==> src/rtl/uart_pkg.sv <==
// Shared types and helpers for the uart_flow serial front end.
// State encodings for both FSMs, plus the width helper used to size counters and pointers.
package uart_pkg;

  typedef enum logic [1:0] {
    TX_IDLE,
    TX_START,
    TX_DATA,
    TX_STOP
  } tx_state_t;

  typedef enum logic [2:0] {
    RX_IDLE,
    RX_START,
    RX_DATA,
    RX_STOP,
    RX_WAIT_HIGH
  } rx_state_t;

  // Ceiling log2, with a minimum of 1 so a signal of this width is never zero bits wide.
  function automatic int clog2(input int n);
    int r;
    r = 1;
    for (int i = 1; i < 31; i++) begin
      if ((1 << i) < n) r = i + 1;
    end
    return r;
  endfunction

  function automatic int half_bit(input int clkDiv);
    return clkDiv / 2;
  endfunction

endpackage

==> src/rtl/uart_rx_fifo.sv <==
// Show-ahead receive FIFO. A push into a full FIFO is accepted only when a pop happens in the same cycle.
// A pop from an empty FIFO is ignored.
module uart_rx_fifo
  import uart_pkg::*;
#(
  parameter int DATA_BITS  = 8,
  parameter int FIFO_DEPTH = 16
) (
  input  logic                       clk,
  input  logic                       reset,
  input  logic                       push,
  input  logic [DATA_BITS-1:0]       push_data,
  input  logic                       pop,
  output logic [DATA_BITS-1:0]       head,
  output logic                       empty,
  output logic                       full,
  output logic [clog2(FIFO_DEPTH):0] count
);

  localparam int AW = clog2(FIFO_DEPTH);
  localparam int CW = AW + 1;
  localparam logic [CW-1:0] DEPTH_C = CW'(FIFO_DEPTH);

  logic [DATA_BITS-1:0] r_mem [FIFO_DEPTH];
  logic [AW-1:0]        r_wrPtr;
  logic [AW-1:0]        r_rdPtr;
  logic [CW-1:0]        r_count;
  logic                 w_popOk;
  logic                 w_pushOk;

  assign empty    = (r_count == '0);
  assign full     = (r_count == DEPTH_C);
  assign count    = r_count;
  assign head     = r_mem[r_rdPtr];
  assign w_popOk  = pop && !empty;
  assign w_pushOk = push && (!full || w_popOk);

  always_ff @(posedge clk or posedge reset) begin
    if (reset) begin
      r_wrPtr <= '0;
      r_rdPtr <= '0;
      r_count <= '0;
    end else begin
      if (w_pushOk) r_wrPtr <= r_wrPtr + AW'(1);
      if (w_popOk)  r_rdPtr <= r_rdPtr + AW'(1);
      if (w_pushOk && !w_popOk)      r_count <= r_count + CW'(1);
      else if (!w_pushOk && w_popOk) r_count <= r_count - CW'(1);
    end
  end

  // Storage is not reset; the pointers and the count alone define which entries are valid.
  always_ff @(posedge clk) begin
    if (w_pushOk) r_mem[r_wrPtr] <= push_data;
  end

endmodule

==> src/rtl/uart_flow.sv <==
// UART transceiver with RTS/CTS flow control and a buffered receive path.
// tx and rts are driven from flops; rx and cts are used only after 2-flop synchronisation.
module uart_flow
  import uart_pkg::*;
#(
  parameter int CLK_DIV    = 104,
  parameter int DATA_BITS  = 8,
  parameter int FIFO_DEPTH = 16,
  parameter int RTS_MARGIN = 4
) (
  input  logic                 clk,
  input  logic                 reset,
  input  logic                 rx,
  input  logic                 cts,
  output logic                 tx,
  output logic                 rts,
  input  logic [DATA_BITS-1:0] tx_data,
  input  logic                 tx_valid,
  output logic                 tx_ready,
  output logic [DATA_BITS-1:0] rx_data,
  output logic                 rx_valid,
  input  logic                 rx_ready,
  output logic                 frame_err,
  output logic                 overrun
);

  localparam int HALF_BIT = half_bit(CLK_DIV);
  localparam int CNT_W    = clog2(CLK_DIV);
  localparam int BW       = clog2(DATA_BITS);
  localparam int CW       = clog2(FIFO_DEPTH) + 1;
  localparam logic [CNT_W-1:0] CNT_LAST   = CNT_W'(CLK_DIV - 1);
  localparam logic [CNT_W-1:0] CNT_HALF   = CNT_W'(HALF_BIT - 1);
  localparam logic [BW-1:0]    IDX_LAST   = BW'(DATA_BITS - 1);
  localparam logic [CW-1:0]    RTS_THRESH = CW'(FIFO_DEPTH - RTS_MARGIN);

  logic r_rxMeta, r_rxSync, r_ctsMeta, r_ctsSync;

  tx_state_t            r_txState;
  logic [CNT_W-1:0]     r_txCnt;
  logic [BW-1:0]        r_txIdx;
  logic [DATA_BITS-1:0] r_txShift;
  logic                 r_tx;
  logic                 w_txReady;

  rx_state_t            r_rxState;
  logic [CNT_W-1:0]     r_rxCnt;
  logic [BW-1:0]        r_rxIdx;
  logic [DATA_BITS-1:0] r_rxShift;
  logic                 r_frameErr;
  logic                 r_overrun;
  logic                 r_rts;

  logic                 w_push, w_popOk, w_pushOk;
  logic                 w_empty, w_full;
  logic [CW-1:0]        w_count, w_cntNext;

  // Synchronisers reset to the idle-high / not-clear level so neither FSM starts on a stale low.
  always_ff @(posedge clk or posedge reset) begin
    if (reset) begin
      r_rxMeta  <= 1'b1;
      r_rxSync  <= 1'b1;
      r_ctsMeta <= 1'b1;
      r_ctsSync <= 1'b1;
    end else begin
      r_rxMeta  <= rx;
      r_rxSync  <= r_rxMeta;
      r_ctsMeta <= cts;
      r_ctsSync <= r_ctsMeta;
    end
  end

  assign w_txReady = (r_txState == TX_IDLE) && !r_ctsSync;
  assign tx_ready  = w_txReady;
  assign tx        = r_tx;

  always_ff @(posedge clk or posedge reset) begin
    if (reset) begin
      r_txState <= TX_IDLE;
      r_txCnt   <= '0;
      r_txIdx   <= '0;
      r_txShift <= '0;
      r_tx      <= 1'b1;
    end else begin
      case (r_txState)
        TX_IDLE: begin
          r_tx <= 1'b1;
          if (tx_valid && w_txReady) begin
            r_txShift <= tx_data;
            r_txCnt   <= '0;
            r_tx      <= 1'b0;
            r_txState <= TX_START;
          end
        end
        TX_START: begin
          if (r_txCnt == CNT_LAST) begin
            r_txCnt   <= '0;
            r_txIdx   <= '0;
            r_tx      <= r_txShift[0];
            r_txShift <= r_txShift >> 1;
            r_txState <= TX_DATA;
          end else begin
            r_txCnt <= r_txCnt + CNT_W'(1);
          end
        end
        TX_DATA: begin
          if (r_txCnt == CNT_LAST) begin
            r_txCnt <= '0;
            if (r_txIdx == IDX_LAST) begin
              r_tx      <= 1'b1;
              r_txState <= TX_STOP;
            end else begin
              r_txIdx   <= r_txIdx + BW'(1);
              r_tx      <= r_txShift[0];
              r_txShift <= r_txShift >> 1;
            end
          end else begin
            r_txCnt <= r_txCnt + CNT_W'(1);
          end
        end
        TX_STOP: begin
          if (r_txCnt == CNT_LAST) begin
            r_txCnt   <= '0;
            r_txState <= TX_IDLE;
          end else begin
            r_txCnt <= r_txCnt + CNT_W'(1);
          end
        end
        default: r_txState <= TX_IDLE;
      endcase
    end
  end

  // The start bit is re-checked at half a bit so later samples land mid-bit; a stop of 0 parks in WAIT_HIGH.
  always_ff @(posedge clk or posedge reset) begin
    if (reset) begin
      r_rxState  <= RX_IDLE;
      r_rxCnt    <= '0;
      r_rxIdx    <= '0;
      r_rxShift  <= '0;
      r_frameErr <= 1'b0;
    end else begin
      r_frameErr <= 1'b0;
      case (r_rxState)
        RX_IDLE: begin
          if (!r_rxSync) begin
            r_rxCnt   <= '0;
            r_rxState <= RX_START;
          end
        end
        RX_START: begin
          if (r_rxCnt == CNT_HALF) begin
            r_rxCnt <= '0;
            r_rxIdx <= '0;
            r_rxState <= r_rxSync ? RX_IDLE : RX_DATA;
          end else begin
            r_rxCnt <= r_rxCnt + CNT_W'(1);
          end
        end
        RX_DATA: begin
          if (r_rxCnt == CNT_LAST) begin
            r_rxCnt   <= '0;
            r_rxShift <= {r_rxSync, r_rxShift[DATA_BITS-1:1]};
            if (r_rxIdx == IDX_LAST) r_rxState <= RX_STOP;
            else                     r_rxIdx   <= r_rxIdx + BW'(1);
          end else begin
            r_rxCnt <= r_rxCnt + CNT_W'(1);
          end
        end
        RX_STOP: begin
          if (r_rxCnt == CNT_LAST) begin
            r_rxCnt <= '0;
            if (r_rxSync) begin
              r_rxState <= RX_IDLE;
            end else begin
              r_frameErr <= 1'b1;
              r_rxState  <= RX_WAIT_HIGH;
            end
          end else begin
            r_rxCnt <= r_rxCnt + CNT_W'(1);
          end
        end
        RX_WAIT_HIGH: begin
          if (r_rxSync) r_rxState <= RX_IDLE;
        end
        default: r_rxState <= RX_IDLE;
      endcase
    end
  end

  assign w_push    = (r_rxState == RX_STOP) && (r_rxCnt == CNT_LAST) && r_rxSync;
  assign w_popOk   = rx_ready && !w_empty;
  assign w_pushOk  = w_push && (!w_full || w_popOk);
  assign rx_valid  = !w_empty;
  assign frame_err = r_frameErr;
  assign overrun   = r_overrun;
  assign rts       = r_rts;

  uart_rx_fifo #(
    .DATA_BITS  (DATA_BITS),
    .FIFO_DEPTH (FIFO_DEPTH)
  ) u_fifo (
    .clk       (clk),
    .reset     (reset),
    .push      (w_push),
    .push_data (r_rxShift),
    .pop       (rx_ready),
    .head      (rx_data),
    .empty     (w_empty),
    .full      (w_full),
    .count     (w_count)
  );

  always_comb begin
    w_cntNext = w_count;
    if (w_pushOk && !w_popOk)      w_cntNext = w_count + CW'(1);
    else if (!w_pushOk && w_popOk) w_cntNext = w_count - CW'(1);
  end

  // rts is computed from next-cycle occupancy so it moves on the same edge as the FIFO count.
  always_ff @(posedge clk or posedge reset) begin
    if (reset) begin
      r_rts     <= 1'b1;
      r_overrun <= 1'b0;
    end else begin
      r_rts     <= (w_cntNext >= RTS_THRESH);
      r_overrun <= w_push && w_full && !w_popOk;
    end
  end

endmodule

==> config.mk <==
export PLATFORM = sky130hd
export DESIGN_NAME = uart_flow
export DESIGN_NICKNAME = d
export VERILOG_FILES = /design/src/rtl/uart_pkg.sv /design/src/rtl/uart_rx_fifo.sv /design/src/rtl/uart_flow.sv
export SDC_FILE = /design/constraint.sdc
export NUM_CORES = 1
export LEC_CHECK = 0
export BUFFER_PORTS_ARGS = -buffer_cell sky130_fd_sc_hd__buf_2
export CORE_ASPECT_RATIO = 0.5
export CORE_MARGIN = 4
export CORE_UTILIZATION = 30
export CTS_BUF_LIST = sky130_fd_sc_hd__clkbuf_2 sky130_fd_sc_hd__clkbuf_4 sky130_fd_sc_hd__clkbuf_8
export CTS_CLUSTER_SIZE = 28
export DETAILED_ROUTE_END_ITERATION = 6
export GPL_TIMING_DRIVEN = 0
export HOLD_SLACK_MARGIN = 0.03
export PLACE_DENSITY_LB_ADDON = 0.12
export REMOVE_ABC_BUFFERS = 1
export SETUP_SLACK_MARGIN = 0.4
export SLEW_MARGIN = 30
export SYNTH_ARGS = -nofsm -noshare
export SYNTH_HDL_FRONTEND = slang
export SYNTH_SLANG_ARGS = --single-unit
==> constraint.sdc <==
create_clock -name clk -period 6.8 [get_ports clk]
set_input_delay 0.34 -clock clk [delete_from_list [all_inputs] [get_ports clk]]
set_output_delay 0.34 -clock clk [all_outputs]
set_load 0.02 [all_outputs]
==> qor.txt <==
status - completed
Final TNS setup - 0 ns
Worst VDD drop - 0.0976 mV
largest stage delay on the critical path - 0.62 ns
TritonCTS buffer count - 17
wire per inst - 19.0 um
reg-to-reg critical path startpoint - r_rxCnt[0]
Cell Pwr Density - 260 nW/um2
largest net degree at the start of global routing - 40
gp weighted congestion - 0.736
#FFs+latches synth - 190
Reg clk slew, reported paths - 0.10 ns
io pins - 28
count of different cell masters after synthesis - 58
Synth Cell Area - 8240 um2
Layout area overhead - 12.7%
fraction of registers with async set/reset - 32.6%
most used cell, CP - nand2_1
worst r2r dst - u_fifo.r_mem[6][4]
reg2reg setup slack - 3.76 ns
H-tree Lvls - 4
CP arrival - 3.15 ns
CTS Root Cell - clkbuf_8
ANT cells - 0
Remaining Overflow, GRT - 0
HP Class - in2reg
cell depth of the worst hold path - 3
skew final - 0.0191 ns
Avg Cell Area, Syn - 15.9 um2
cell chain of the critical path - ha_1, nand2_1, nor3_1, nand2_1, nor3b_1, and2_1
slowest CP cell - and2_1
max_cap viols - 0
cell family with most CP delay - simple AND/OR/NAND/NOR gates
vias per std cell - 4.81
Die Area - 30300 um2
Max Freq - 329 MHz
cell count after synthesis - 518
clock buffer depth - 2
hold_ws - 0.181 ns
Post-CTS Setup Bufs - 0
row count - 42
DIE HEIGHT - 125 um
register area share after synthesis - 65.6%
worst path buffer plus inverter count - 0
# setup viols final - 0
First-pass DRT Iterations - 4
share of cells above drive strength 1 - 25.2%
starting density of the core - 30.8%
overall routed net length - 17400 um
Worst Tran Pin Value - 0.833 ns
DP HPWL - 11400 um
first-pass GRT wire length - 27500 um
DRT iter0 DRCs - 351
Final min period - 3.04 ns
Chip Width - 242 um
Worst Hold End - tx
Critical Setup Path Class - reg2reg
Critical Path RT - 6.91 ns
# port buffers - 27
final net count - 587
number of routed nets with antenna violations - 0
Leak - 3.67 nW
startpoint types - register
number of flops mapped to enable cells by yosys - 128
DRC errors left - 0
hold_sp - tx_valid
all-layer global routing usage - 11.9%
r2r worst-path depth - 6
Tcrit/Tclk final - 44.7%
unrepaired setup endpoints after global routing - false
worst-skew pair later-pin latency - 0.48 ns
Top Metal Used - met4
Clock Sinks - 190
Main synth FF type - edfxtp_1
total number of vias - 4422
synth warn - 0
DR WL met3 - 549 um
number of global-route vias before repair - 4540
DR WL met2 - 7840 um
Final Hold Viols - 0
Slew Viols, Final - 0
Layout Utilization - 34.7%
TritonCTS clock tree - done
Core Box Area - 26700 um2
Routed met1 length - 8860 um
CP max FO - 8
slew margin rel. - 44.5%
initial antenna violation count - 0
Worst setup EP type - register
==> cells in the mapped netlist, drive strengths merged, types with 2 or more instances <==
| cell type | number | area [um2] |
|---|---|---|
| a211oi | 3 | 22.5 |
| a21o | 4 | 30.0 |
| a21oi | 10 | 65.1 |
| a22o | 7 | 61.3 |
| and2 | 10 | 62.6 |
| and3 | 5 | 31.3 |
| buf | 8 | 36.3 |
| clkbuf | 15 | 56.3 |
| dfrtp | 56 | 1400 |
| dfstp | 6 | 158 |
| edfxtp | 128 | 3840 |
| ha | 18 | 225 |
| inv | 16 | 60.1 |
| mux2 | 25 | 282 |
| mux2i | 6 | 60.1 |
| mux4 | 41 | 923 |
| nand2 | 37 | 139 |
| nand2b | 7 | 43.8 |
| nand3 | 8 | 45.0 |
| nand4 | 6 | 37.5 |
| nor2 | 25 | 93.8 |
| nor2b | 6 | 37.5 |
| nor3 | 7 | 40.0 |
| nor3b | 3 | 27.5 |
| nor4 | 8 | 50.1 |
| o211ai | 3 | 22.5 |
| o21ai | 15 | 75.1 |
| o21bai | 2 | 15.0 |
| or2 | 2 | 12.5 |
| xnor2 | 9 | 78.8 |
| xor2 | 4 | 35.0 |
==> sequential cells by signal (all words and copies together), names as in the netlist, 2 cells and up <==
| name | flops |
|---|---|
| r_txState | 2 |
| r_rxState | 3 |
| u_fifo.count | 5 |
| r_txCnt | 7 |
| r_txShift | 8 |
| r_txIdx | 3 |
| r_rxIdx | 3 |
| r_rxShift | 8 |
| u_fifo.r_rdPtr | 4 |
| u_fifo.r_wrPtr | 4 |
| u_fifo.r_mem | 128 |
| r_rxCnt | 7 |
==> routing by layer <==
metal / vias up / track usage, %
met2: 48 / 17.8
met1: 2300 / 17.4
met3: 12 / 2.87
met5: - / 0
li1: 2062 / -
met4: 0 / 3.58
==> cells by family (layout without fill, tap and decap cells) <==
| logic type | after synthesis | after routing | share of synthesized area (%) |
|---|---|---|---|
| compound gates | 53 | 53 | 4.45 |
| xor+xnor | 13 | 13 | 1.38 |
| fa+ha+maj | 18 | 18 | 2.73 |
| buf+inv | 39 | 89 | 1.85 |
| flops | 190 | 190 | 65.6 |
| mux | 72 | 72 | 15.4 |
| simple gates | 133 | 133 | 8.63 |
==> metrics by stage <==
stage                     instances  total power, mW  instance area (um2)  worst slack, ns
after floorplan                 495             1.57                 8140             3.84
after global placement          874             1.68                 8720             2.43
after detailed placement        885             1.71                 8880             3.75
after CTS                       920             2.46                 9290             3.67
after global routing            920             2.53                 9290             3.49
final                           920             2.41                 9290             3.76
==> worst max-delay path by stage <==
stage / start / to / slack (ns) / cells past startpoint
finish: r_rxCnt[0] / u_fifo.r_mem[6][4] / 3.76 / 6
global route: r_rxCnt[0] / u_fifo.r_mem[7][5] / 3.49 / 6
CTS: u_fifo.r_rdPtr[0] / rx_data[5] / 3.67 / 4
detailed placement: r_rxCnt[0] / u_fifo.r_mem[7][3] / 3.75 / 6
global placement: r_rxCnt[0] / u_fifo.r_mem[1][3] / 2.43 / 5
floorplan: u_fifo.r_rdPtr[0] / rx_data[0] / 3.84 / 2
==> layout by cell type (no fill, tap or decap), types with 3 or more instances in the layout <==
master         instances
nor2_1                21
o21ai_1               13
and2_1                10
nor4_1                 4
nand2_1               37
nand4_1                6
inv_8                  3
inv_6                  3
mux2_1                18
clkbuf_8              17
mux4_2                41
a21oi_1                8
a211oi_1               3
inv_1                 15
o211ai_1               3
ha_1                  18
mux2_2                 7
nor4_2                 4
xnor2_1                9
edfxtp_1             128
buf_2                 35
dfrtp_1               54
nand3_1                7
nor2_2                 4
dfstp_2                6
a22o_1                 7
nor2b_1                6
nand2b_1               7
clkinv_2               3
mux2i_1                6
a21o_1                 4
dlygate4sd3_1          3
nor3_1                 6
xor2_1                 4
and3_1                 5
==> layout make-up <==
type	count	area (um2)
well taps	352	440
fillers	2567	17500
inverters	16	62.6
clock buffers	19	249
clock inverters	13	129
multi-input cells	289	2720
repair buffers	41	280
flip-flops and latches	190	5410
==> where the power goes <==
part | switching (mW) | internal (mW) | leakage, nW
sequential | 0.131 | 1.26 | 2.26
combinational | 0.119 | 0.170 | 1.21
clock | 0.428 | 0.307 | 0.193
total | 0.678 | 1.73 | 3.67
==> worst min-delay path, stage by stage <==
cell     delay (ns)
buf_2          0.09
and3b_1        0.16
o41ai_1        0.07
==> repair_timing <==
item                                   4_1_cts  5_1_grt
endpoints found under the hold margin       22        0
hold buffers                                 3        0
setup endpoints to repair                    0        0
resized for setup                            0        0
Note: power is estimated with default switching activity, not from simulation.
